--- config.mk ---
export PLATFORM = sky130hd
export DESIGN_NAME = qspi_cmd
export DESIGN_NICKNAME = d
export VERILOG_FILES = /design/src/rtl/qspi_cmd.sv
export SDC_FILE = /design/constraint.sdc
export NUM_CORES = 1
export LEC_CHECK = 0
export CORE_UTILIZATION = 43
export CTS_CLUSTER_DIAMETER = 60
export DETAILED_ROUTE_END_ITERATION = 8
export PLACE_DENSITY = 0.79
export SYNTH_ARGS = -nofsm -noshare
export SYNTH_HDL_FRONTEND = slang
export SYNTH_SLANG_ARGS = --single-unit
--- constraint.sdc ---
create_clock -name clk -period 2.3 [get_ports clk]
set_input_delay 0.23 -clock clk [delete_from_list [all_inputs] [get_ports clk]]
set_output_delay 0.23 -clock clk [all_outputs]
set_load 0.03 [all_outputs]
--- src/rtl/qspi_cmd.sv ---
// qspi_cmd: decodes qspi command/data bytes into register-bus writes, reads and echo replies.
// Build option: define QSPI_CMD_ECHO_EN to compile in the ECHO command and its byte buffer.
module qspi_cmd #(
  parameter int unsigned ECHO_LEN = 8
) (
  input  logic       clk,
  input  logic       rst_n,
  input  logic [7:0] cmd,
  input  logic       cmd_ready,
  input  logic [7:0] data_read,
  input  logic       data_ready,
  output logic [7:0] data_write,
  output logic       we,
  output logic [7:0] bus_addr,
  output logic [7:0] bus_wdata,
  output logic       bus_we,
  input  logic [7:0] bus_rdata
);

  typedef enum logic [2:0] {IDLE, ADDR, WRITE, READ, ECHO_RX, ECHO_TX, IGNORE} state_e;

  localparam logic [7:0] CMD_WRITE = 8'h02;
  localparam logic [7:0] CMD_READ  = 8'h0B;

  if ((ECHO_LEN < 1) || (ECHO_LEN > 16)) begin : g_bad_echo_len
    $error("qspi_cmd: ECHO_LEN must be in 1..16");
  end

  state_e     state_q, state_d;
  logic       is_read_q, is_read_d;
  logic [7:0] addr_q, addr_d;
  logic [7:0] wdata_q, wdata_d;
  logic       bus_we_q, bus_we_d;
  logic [7:0] dw_q, dw_d;
  logic       we_q, we_d;
  logic       rd_load_q, rd_load_d;

`ifdef QSPI_CMD_ECHO_EN
  localparam logic [7:0]  CMD_ECHO = 8'h9F;
  localparam int unsigned CW       = (ECHO_LEN > 1) ? $clog2(ECHO_LEN) : 1;
  localparam logic [CW-1:0] LAST   = CW'(ECHO_LEN - 1);

  logic [CW-1:0] cnt_q, cnt_d;
  logic [7:0]    echo_buf [ECHO_LEN];
  logic          buf_wr;

  always_ff @(posedge clk) begin
    if (buf_wr) echo_buf[cnt_q] <= data_read;
  end
`endif

  always_comb begin
    state_d   = state_q;
    is_read_d = is_read_q;
    addr_d    = addr_q;
    wdata_d   = wdata_q;
    bus_we_d  = 1'b0;
    dw_d      = dw_q;
    we_d      = we_q;
    rd_load_d = 1'b0;
`ifdef QSPI_CMD_ECHO_EN
    cnt_d     = cnt_q;
    buf_wr    = 1'b0;
`endif
    // Address steps the cycle after each strobe, so back-to-back bytes land on consecutive addresses
    if (bus_we_q) addr_d = addr_q + 8'd1;

    if (cmd_ready) begin
      we_d = 1'b0;
`ifdef QSPI_CMD_ECHO_EN
      cnt_d = '0;
`endif
      case (cmd)
        CMD_WRITE: begin state_d = ADDR; is_read_d = 1'b0; end
        CMD_READ:  begin state_d = ADDR; is_read_d = 1'b1; end
`ifdef QSPI_CMD_ECHO_EN
        CMD_ECHO:  state_d = ECHO_RX;
`endif
        default:   state_d = IGNORE;
      endcase
    end else begin
      case (state_q)
        ADDR: if (data_ready) begin
          addr_d    = data_read;
          state_d   = is_read_q ? READ : WRITE;
          rd_load_d = is_read_q;
        end
        WRITE: if (data_ready) begin
          wdata_d  = data_read;
          bus_we_d = 1'b1;
        end
        READ: begin
          if (rd_load_q) begin
            dw_d = bus_rdata;
            we_d = 1'b1;
          end
          if (data_ready) begin
            addr_d    = addr_q + 8'd1;
            rd_load_d = 1'b1;
          end
        end
`ifdef QSPI_CMD_ECHO_EN
        ECHO_RX: if (data_ready) begin
          buf_wr = 1'b1;
          if (cnt_q == LAST) begin
            state_d = ECHO_TX;
            cnt_d   = '0;
            we_d    = 1'b1;
            // With a one-byte echo, buffer[0] is still being written this cycle
            dw_d    = (cnt_q == '0) ? data_read : echo_buf[0];
          end else begin
            cnt_d = cnt_q + CW'(1);
          end
        end
        ECHO_TX: if (data_ready) begin
          if (cnt_q == LAST) begin
            state_d = IDLE;
            we_d    = 1'b0;
            cnt_d   = '0;
          end else begin
            cnt_d = cnt_q + CW'(1);
            dw_d  = echo_buf[cnt_q + CW'(1)];
          end
        end
`endif
        default: ;
      endcase
    end
  end

  always_ff @(posedge clk or negedge rst_n) begin
    if (!rst_n) begin
      state_q   <= IDLE;
      is_read_q <= 1'b0;
      addr_q    <= '0;
      wdata_q   <= '0;
      bus_we_q  <= 1'b0;
      dw_q      <= '0;
      we_q      <= 1'b0;
      rd_load_q <= 1'b0;
`ifdef QSPI_CMD_ECHO_EN
      cnt_q     <= '0;
`endif
    end else begin
      state_q   <= state_d;
      is_read_q <= is_read_d;
      addr_q    <= addr_d;
      wdata_q   <= wdata_d;
      bus_we_q  <= bus_we_d;
      dw_q      <= dw_d;
      we_q      <= we_d;
      rd_load_q <= rd_load_d;
`ifdef QSPI_CMD_ECHO_EN
      cnt_q     <= cnt_d;
`endif
    end
  end

  assign data_write = dw_q;
  assign we         = we_q;
  assign bus_addr   = addr_q;
  assign bus_wdata  = wdata_q;
  assign bus_we     = bus_we_q;

endmodule

* Word-level counts from Yosys, hierarchy flattened
Cells that the tools add are included.
** Word-level totals
- Bits in registers :: 31
- Input bits :: 28
- Word-level logic and storage cells :: 46
** Operators by class
- Add/sub/neg operators :: 1
- Equal/unequal tests :: 5
- Mux-type cells :: 20
- Bitwise operators :: 1
- Reduce and logical (&&, ||, !) cells :: 11
** Operators by type and width (count)
- two-way mux 8 bit :: 4
- one-hot mux 8 bit (2 select lines) :: 1
- two-way mux 3 bit :: 4
- nonzero test 2 bit :: 5
- two-way mux 1 bit :: 9
- adder 8 x 1 -> 8 bit, second input constant :: 1
- equality test 8 x 2 -> 1 bit, second input constant :: 1
- equality test 8 x 4 -> 1 bit, second input constant :: 1
- equality test 3 x 2 -> 1 bit, second input constant :: 2
- AND reduction 2 bit :: 3
- AND reduction 3 bit :: 2
- one-hot mux 1 bit (2 select lines) :: 2
- equality test 3 x 1 -> 1 bit, second input constant :: 1
- OR reduction 2 bit :: 1
- inverter 1 bit :: 1

* Logic depth before layout (Yosys ltp)
Gate-level depths: netlist (run 1).
- Depth after elaboration :: 5
- Gate-level depth with buffers :: 5

* Worst setup path before layout (run 1)
No wires, ideal clock.
- Kind :: register to register
- Start point :: register state_q[2]
- End point :: register addr_q[7], in the netlist bus_addr[7]
- Arrival :: 1534 ps
- Required time :: 2174 ps
- Setup slack :: 640 ps
- Stages on the path, launching flop included :: 6
- Path buffers :: 1
- Clock period less this slack :: 1660 ps
- Cells stage by stage :: dfrtp_1 nor4bb_1 buf_4 mux2i_2 nor4_1 a221o_1
** Between the ends
- Cells in the longest elaborated chain, start to end :: 3
** RTL lines
- start, declared :: RTL line 29 : state_e state_q, state_d;
- start signal, assigned :: RTL line 145 : state_q <= state_d;
- equality test 3 x 2 -> 1 bit / equality test 3 x 1 -> 1 bit (equally long branches) :: RTL line 82 : case (state_q)
- one-hot mux 8 bit (2 select lines) (*) :: RTL line 82
- two-way mux 8 bit (*) :: RTL line 68 : if (cmd_ready) begin
- named net addr_d[7] :: RTL line 31 : logic [7:0] addr_q, addr_d;
- end signal, assigned :: RTL line 147 : addr_q <= addr_d;
- end, declared :: RTL line 31
The timed path passes the listed nets; every way through them passes the cells marked *.
A chain may end at the register's enable or synchronous reset.

* Worst setup path in the final report (run 1)
Same ends and word-level chain as after synthesis.

==> results of run 1 <==
==> final timing paths <==
kind | start | endpoint | slack, ns | cells past startpoint
max | state_q[2]$_DFFE_PN0P_ | bus_addr[7]$_DFF_PN0_ | 0.45 | 5
min | rst_n | bus_addr[5]$_DFF_PN0_ | 0.28 | 2
max reg2reg | state_q[2]$_DFFE_PN0P_ | bus_addr[7]$_DFF_PN0_ | 0.45 | 5
min reg2reg | we$_DFFE_PN0P_ | we$_DFFE_PN0P_ | 0.49 | 1
max in group asynchronous | rst_n | bus_wdata[0]$_DFFE_PN0P_ | 1.73 | 2
min in group clk | we$_DFFE_PN0P_ | we$_DFFE_PN0P_ | 0.49 | 1
==> metrics by stage <==
stage                     utilization (%)  cells  total power [uW]  hold slack [ns]  instance area [um2]
final                                68.0    227              1100            0.278                 2090
after global routing                 68.0    227              1150            0.293                 2090
after CTS                            68.0    227              1110            0.285                 2090
after detailed placement             65.7    220               711            0.472                 2020
after global placement               65.7    220               710            0.472                 2020
after floorplan                         -    120               619          -0.0656                 1410
==> routing by layer <==
layer	vias up	share of wire (%)	global-route usage [%]
met5	-	0	0
met4	0	0.98	8.50
met3	8	9.8	8.52
met2	71	50	33.5
met1	592	40	23.0
li1	575	-	-
==> flip-flops by register name, indices dropped and copies added (netlist names) <==
register,count
state_q,3
is_read_q,1
rd_load_q,1
we,1
data_write,8
bus_we,1
bus_wdata,8
bus_addr,8
==> power by group through the flow <==
| stage | clock (uW) | sequential, uW | combinational [uW] |
|---|---|---|---|
| floorplan | 0 | 600 | 19.1 |
| global placement | 0 | 577 | 133 |
| detailed placement | 0 | 577 | 134 |
| CTS | 413 | 566 | 135 |
| global route | 436 | 568 | 142 |
| finish | 402 | 566 | 133 |
==> cell families after synthesis <==
kind of cell	share of synthesized area [%]
AND/OR/NAND/NOR	15.2
flip-flops	54.9
AO/OA/AOI/OAI	12.4
multiplexers	13.7
buffers and inverters	2.21
XOR/XNOR	0.620
adder cells (fa/ha/maj)	0.886
==> layout by cell type (no fill, tap or decap), types with 4 or more instances in the layout <==
cell	n
a21oi_1	7
buf_4	5
clkbuf_4	5
clkdlybuf4s50_1	53
dfrtp_1	31
inv_1	5
mux2_2	16
nand2_1	6
nor2_1	10
o21ai_0	5
o22ai_1	4
==> final cells by class <==
class | count | share of cell area, %
clock inverters | 1 | 1.43
inverters | 5 | 0.896
repair buffers | 58 | 27.1
clock buffers | 6 | 1.97
multi-input cells | 82 | 28.9
flip-flops and latches | 31 | 37.0
well taps | 44 | 2.63
==> worst register-to-register path, cell delays in order, from the launching register on <==
cell and delay, ns:
dfrtp_1 0.45, nor4bb_1 0.33, buf_4 0.23, mux2i_2 0.38
nor4_1 0.11, a221o_1 0.26
==> impl_metrics.py, run 1 <==
metrics = {
    "run_status": {
        "outcome": "completed",
    },
    "logic_synthesis": {
        "synth_top_area_share_pct": 54.9,
        "syn_area_mm2": 0.00141,
        "synth.avg_cell_area_um2": 11.8,
        "ys_async_sr_fraction_pct": 100,
        "synth-edff-count": 0,
        "synth_top_cell_by_area": "dfrtp_1",
        "synth_area_leaders": "dfrtp_1 (55%), mux2_2 (13%), nor2_1 (2.7%)",
        "syn_inst": 120,
        "synth_cell_types": 37,
        "synth_common_cells": "dfrtp_1 (31), mux2_2 (16), nor2_1 (10), a21oi_1 (7), nand2_1 (6)",
        "synth.yosys.seq_area_share_pct": 54.9,
        "synth_nets": 149,
        "ys.flop_type": "dfrtp_1",
        "synth_most_common_cell": "dfrtp_1",
        "synth_warnings": 0,
        "synth_seq_cells": 31,
    },
    "floorplanning": {
        "die_h_um": 59.3,
        "fp.dieArea_mm2": 0.00352,
        "die_w_um": 59.3,
        "placeableCoreArea_mm2": 0.00308,
        "floorplan.initialDensity_pct": 45.9,
        "io_pins": 54,
        "row_count": 20,
    },
    "clocking": {
        "clock_sinks": 31,
        "clkLatencyLatePin_ns": 0.33,
        "clockBufferDepth": 2,
        "cts_resized": 0,
        "clk_pin_slew_ns": 0.10,
        "cts_hold_buf": 0,
        "cts_root_buf": "clkbuf_4",
        "cts_tree": "yes",
        "cts_inserted_buffers": 5,
        "postCtsSetupBuffers": 0,
        "ctsHtreeMaxLevel": 2,
    },
    "timing": {
        "setup_ws_ns": 0.454,
        "hold_violations": 0,
        "rsz0062_at_grt": "no",
        "fmax_mhz": 542,
        "worst_slew_pin_slew_ns": 0.359,
        "finalSetupTns_ns": 0,
        "period_needed_ns": 1.85,
        "finalCritPeriodShare_pct": 80.3,
        "report.final.slew_viol_count": 0,
        "relSlewSlack_pct": 75.6,
        "fin_worst_skew_ns": 0.0139,
        "setup_viol": 0,
    },
    "critical_path": {
        "path_buf_inv": 1,
        "crit_family": "flip-flops",
        "crit_path_start_kind": "register",
        "cpPeakStageDelay_ns": 0.45,
        "critical_path_arrival_ns": 2.08,
        "crit_fanout": 10,
        "worstPathRequired_ns": 2.53,
        "path_cells": "nor4bb_1 > buf_4 > mux2i_2 > nor4_1 > a221o_1",
        "slowest_stage": "dfrtp_1",
        "crit_type": "reg2reg",
        "end_kind": "register",
    },
    "final_layout": {
        "seq_area_um2": 776,
        "post_route_cells_drive_above_1_share_pct": 18.0,
        "n_antenna_cell": 0,
        "final_net_count": 212,
        "areaGrowthSynthToFinish_pct": 48.3,
        "fillers": 242,
        "multi_input_area_um2": 606,
    },
    "global_routing": {
        "grt_max_degree": 32,
        "grt_pass1_wl_um": 5150,
        "track_usage_pct": 20.3,
        "grt_pass1_vias": 1184,
        "grt_remaining_overflow": 0,
        "grt_antenna_before_repair": 0,
    },
    "routing": {
        "drc_errors": 0,
        "drtAntennaViolNets": 0,
        "wl_um": 3150,
        "wire_per_inst_um": 13.9,
        "vias_per_cell": 5.49,
        "first_iter_violations": 44,
        "vias": 1246,
        "dr.pass1.iters": 4,
    },
    "power_and_ir_drop": {
        "switching_share_pct": 22.5,
        "clkPwrFrac_pct": 36.5,
        "p_leak_uw": 0.000922,
        "powerDensity_mw_per_mm2": 526,
        "combPwrFrac_pct": 12.1,
        "p_int_uw": 855,
        "worst_ir_drop_vdd_v": 0.000329,
        "power_switching_uw": 248,
        "seq_power_share_pct": 51.4,
    },
    "placement": {
        "dp_hpwl_um": 2330,
        "pre_cts_ws_ns": 0.129,
        "gp_congestion": 0.989,
        "io_buffers": 53,
    },
    "hold_path": {
        "hold_path_class": "in2async",
    },
    "job": {
        "maxCapViolCount": 0,
    },
}
Power figures use the tool's default switching activity.
==> inputs of run 2 (changes only) <==
clock period = 1.8 ns   (was 2.3 ns; I/O delays follow)
==> impl_metrics.py, run 2 (synthesized netlist as in run 1, its figures left out) <==
metrics = {
    "timing": {
        "fmax_mhz": 575,
        "setup_ws_ns": 0.0611,
        "hold_violations": 0,
        "report.final.slew_viol_count": 0,
        "finalCritPeriodShare_pct": 96.6,
        "worst_slew_pin_slew_ns": 0.387,
        "rsz0062_at_grt": "yes",
        "fin_worst_skew_ns": 0.00838,
        "period_needed_ns": 1.74,
        "relSlewSlack_pct": 74.2,
        "setup_viol": 0,
    },
    "clocking": {
        "clockBufferDepth": 2,
        "cts_inserted_buffers": 5,
        "clk_pin_slew_ns": 0.10,
        "cts_root_buf": "clkbuf_4",
        "cts_resized": 0,
        "cts_tree": "yes",
        "postCtsSetupBuffers": 0,
        "clock_sinks": 31,
        "ctsHtreeMaxLevel": 2,
        "cts_hold_buf": 0,
        "clkLatencyLatePin_ns": 0.33,
    },
    "routing": {
        "drtAntennaViolNets": 0,
        "routed.top_layer": "met4",
        "wl_met3_um": 274,
        "met2_length_um": 1800,
        "dr.pass1.iters": 4,
        "wire_per_inst_um": 14.7,
        "drc_errors": 0,
        "wl_um": 3450,
        "vias": 1255,
        "met1_length_um": 1350,
        "vias_per_cell": 5.34,
        "first_iter_violations": 28,
    },
    "global_routing": {
        "track_usage_pct": 22.5,
        "grt_pass1_vias": 1336,
        "grt_max_degree": 32,
        "grt_pass1_wl_um": 5710,
        "grt_antenna_before_repair": 0,
        "grt_remaining_overflow": 0,
    },
    "critical_path": {
        "cpPeakStageDelay_ns": 0.72,
        "slowest_stage": "clkdlybuf4s50_1",
        "worstPathRequired_ns": 1.62,
        "crit_family": "buffers and inverters",
        "end_kind": "primary output",
        "setup.worst_path.start": "bus_addr[3]$_DFF_PN0_",
        "critical_path_arrival_ns": 1.56,
        "path_cells": "clkdlybuf4s50_1",
        "crit_type": "reg2out",
        "reg2reg_from": "state_q[2]$_DFFE_PN0P_",
        "crit_path_start_kind": "register",
        "crit_fanout": 9,
        "path_buf_inv": 1,
    },
    "floorplanning": {
        "placeableCoreArea_mm2": 0.00308,
        "io_pins": 54,
        "fp.dieArea_mm2": 0.00352,
        "die_w_um": 59.3,
        "die_h_um": 59.3,
        "row_count": 20,
        "floorplan.initialDensity_pct": 45.9,
    },
    "power_and_ir_drop": {
        "powerDensity_mw_per_mm2": 633,
        "power_switching_uw": 319,
        "finalPower_uw": 1360,
        "combPwrFrac_pct": 12.9,
        "p_leak_uw": 0.000957,
        "worst_ir_drop_vdd_v": 0.000445,
        "p_int_uw": 1040,
        "clkPwrFrac_pct": 33.8,
        "switching_share_pct": 23.5,
        "seq_power_share_pct": 53.3,
    },
    "placement": {
        "dp.cells": 227,
        "pre_cts_ws_ns": -0.0627,
        "dp_hpwl_um": 2540,
        "io_buffers": 53,
        "gp_congestion": 0.875,
    },
    "final_layout": {
        "fillers": 224,
        "n_antenna_cell": 0,
        "post_route_cells_drive_above_1_share_pct": 21.5,
        "final_cell_mix": "clkdlybuf4s50_1 (53), dfrtp_1 (31), mux2_2 (16)",
        "final_net_count": 219,
        "final_common_cell": "clkdlybuf4s50_1",
        "seq_area_um2": 776,
        "areaGrowthSynthToFinish_pct": 51.8,
        "multi_input_area_um2": 606,
        "fin_cells": 235,
    },
    "run_status": {
        "outcome": "completed",
    },
    "hold_path": {
        "hold_path_class": "in2async",
    },
    "job": {
        "maxCapViolCount": 0,
    },
}
-- run 2: cell types whose count changed in the layout (fill, tap and decap cells not counted) --
cell	previous run	this run
bufinv_16	1	0
buf_4	5	12
clkbuf_8	0	2
-- run 2: path summary, 6_finish.rpt --
path / end / slack, ns / cells after the start
min: bus_addr[6]$_DFF_PN0_ / 0.22 / 2
min in group clk: data_write[3]$_DFFE_PN0P_ / 0.46 / 2
max: bus_addr[3] / 0.06 / 1
min reg2reg: we$_DFFE_PN0P_ / 0.50 / 1
max in group asynchronous: bus_wdata[3]$_DFFE_PN0P_ / 1.29 / 2
max reg2reg: bus_addr[5]$_DFF_PN0_ / 0.13 / 6
-- run 2: layout make-up --
type / instances / share of cell area (%)
timing repair buffer: 65 / 28.9
tap: 44 / 2.57
clock buffer: 8 / 3.21
inverter: 5 / 0.875
multi-input combinational: 82 / 28.2
sequential: 31 / 36.2
-- run 2: routing by layer --
layer / GRT usage [%] / vias up
met5: 0 / -
met4: 8.50 / 0
met3: 9.39 / 5
met2: 38.8 / 57
met1: 24.5 / 604
li1: - / 589
-- run 2: per-stage QoR --
stage | utilization (%) | hold WS (ns) | TNS [ns] | cell area [um2]
after CTS | 69.7 | 0.227 | 0 | 2140
after detailed placement | 67.4 | 0.479 | -0.143 | 2080
after global routing | 69.7 | 0.233 | -0.000693 | 2140
after global placement | 67.4 | 0.471 | -0.0743 | 2080
final | 69.7 | 0.218 | 0 | 2140
after floorplan | - | -0.116 | 0 | 1410
-- run 2: power by group through the flow --
stage | Clock [uW] | Combinational (uW) | Sequential [uW]
2_1_floorplan | 0 | 24.4 | 766
3_3_place_gp | 0 | 172 | 737
3_5_place_dp | 0 | 176 | 737
4_1_cts | 471 | 177 | 724
5_1_grt | 502 | 189 | 726
6_report | 459 | 175 | 723
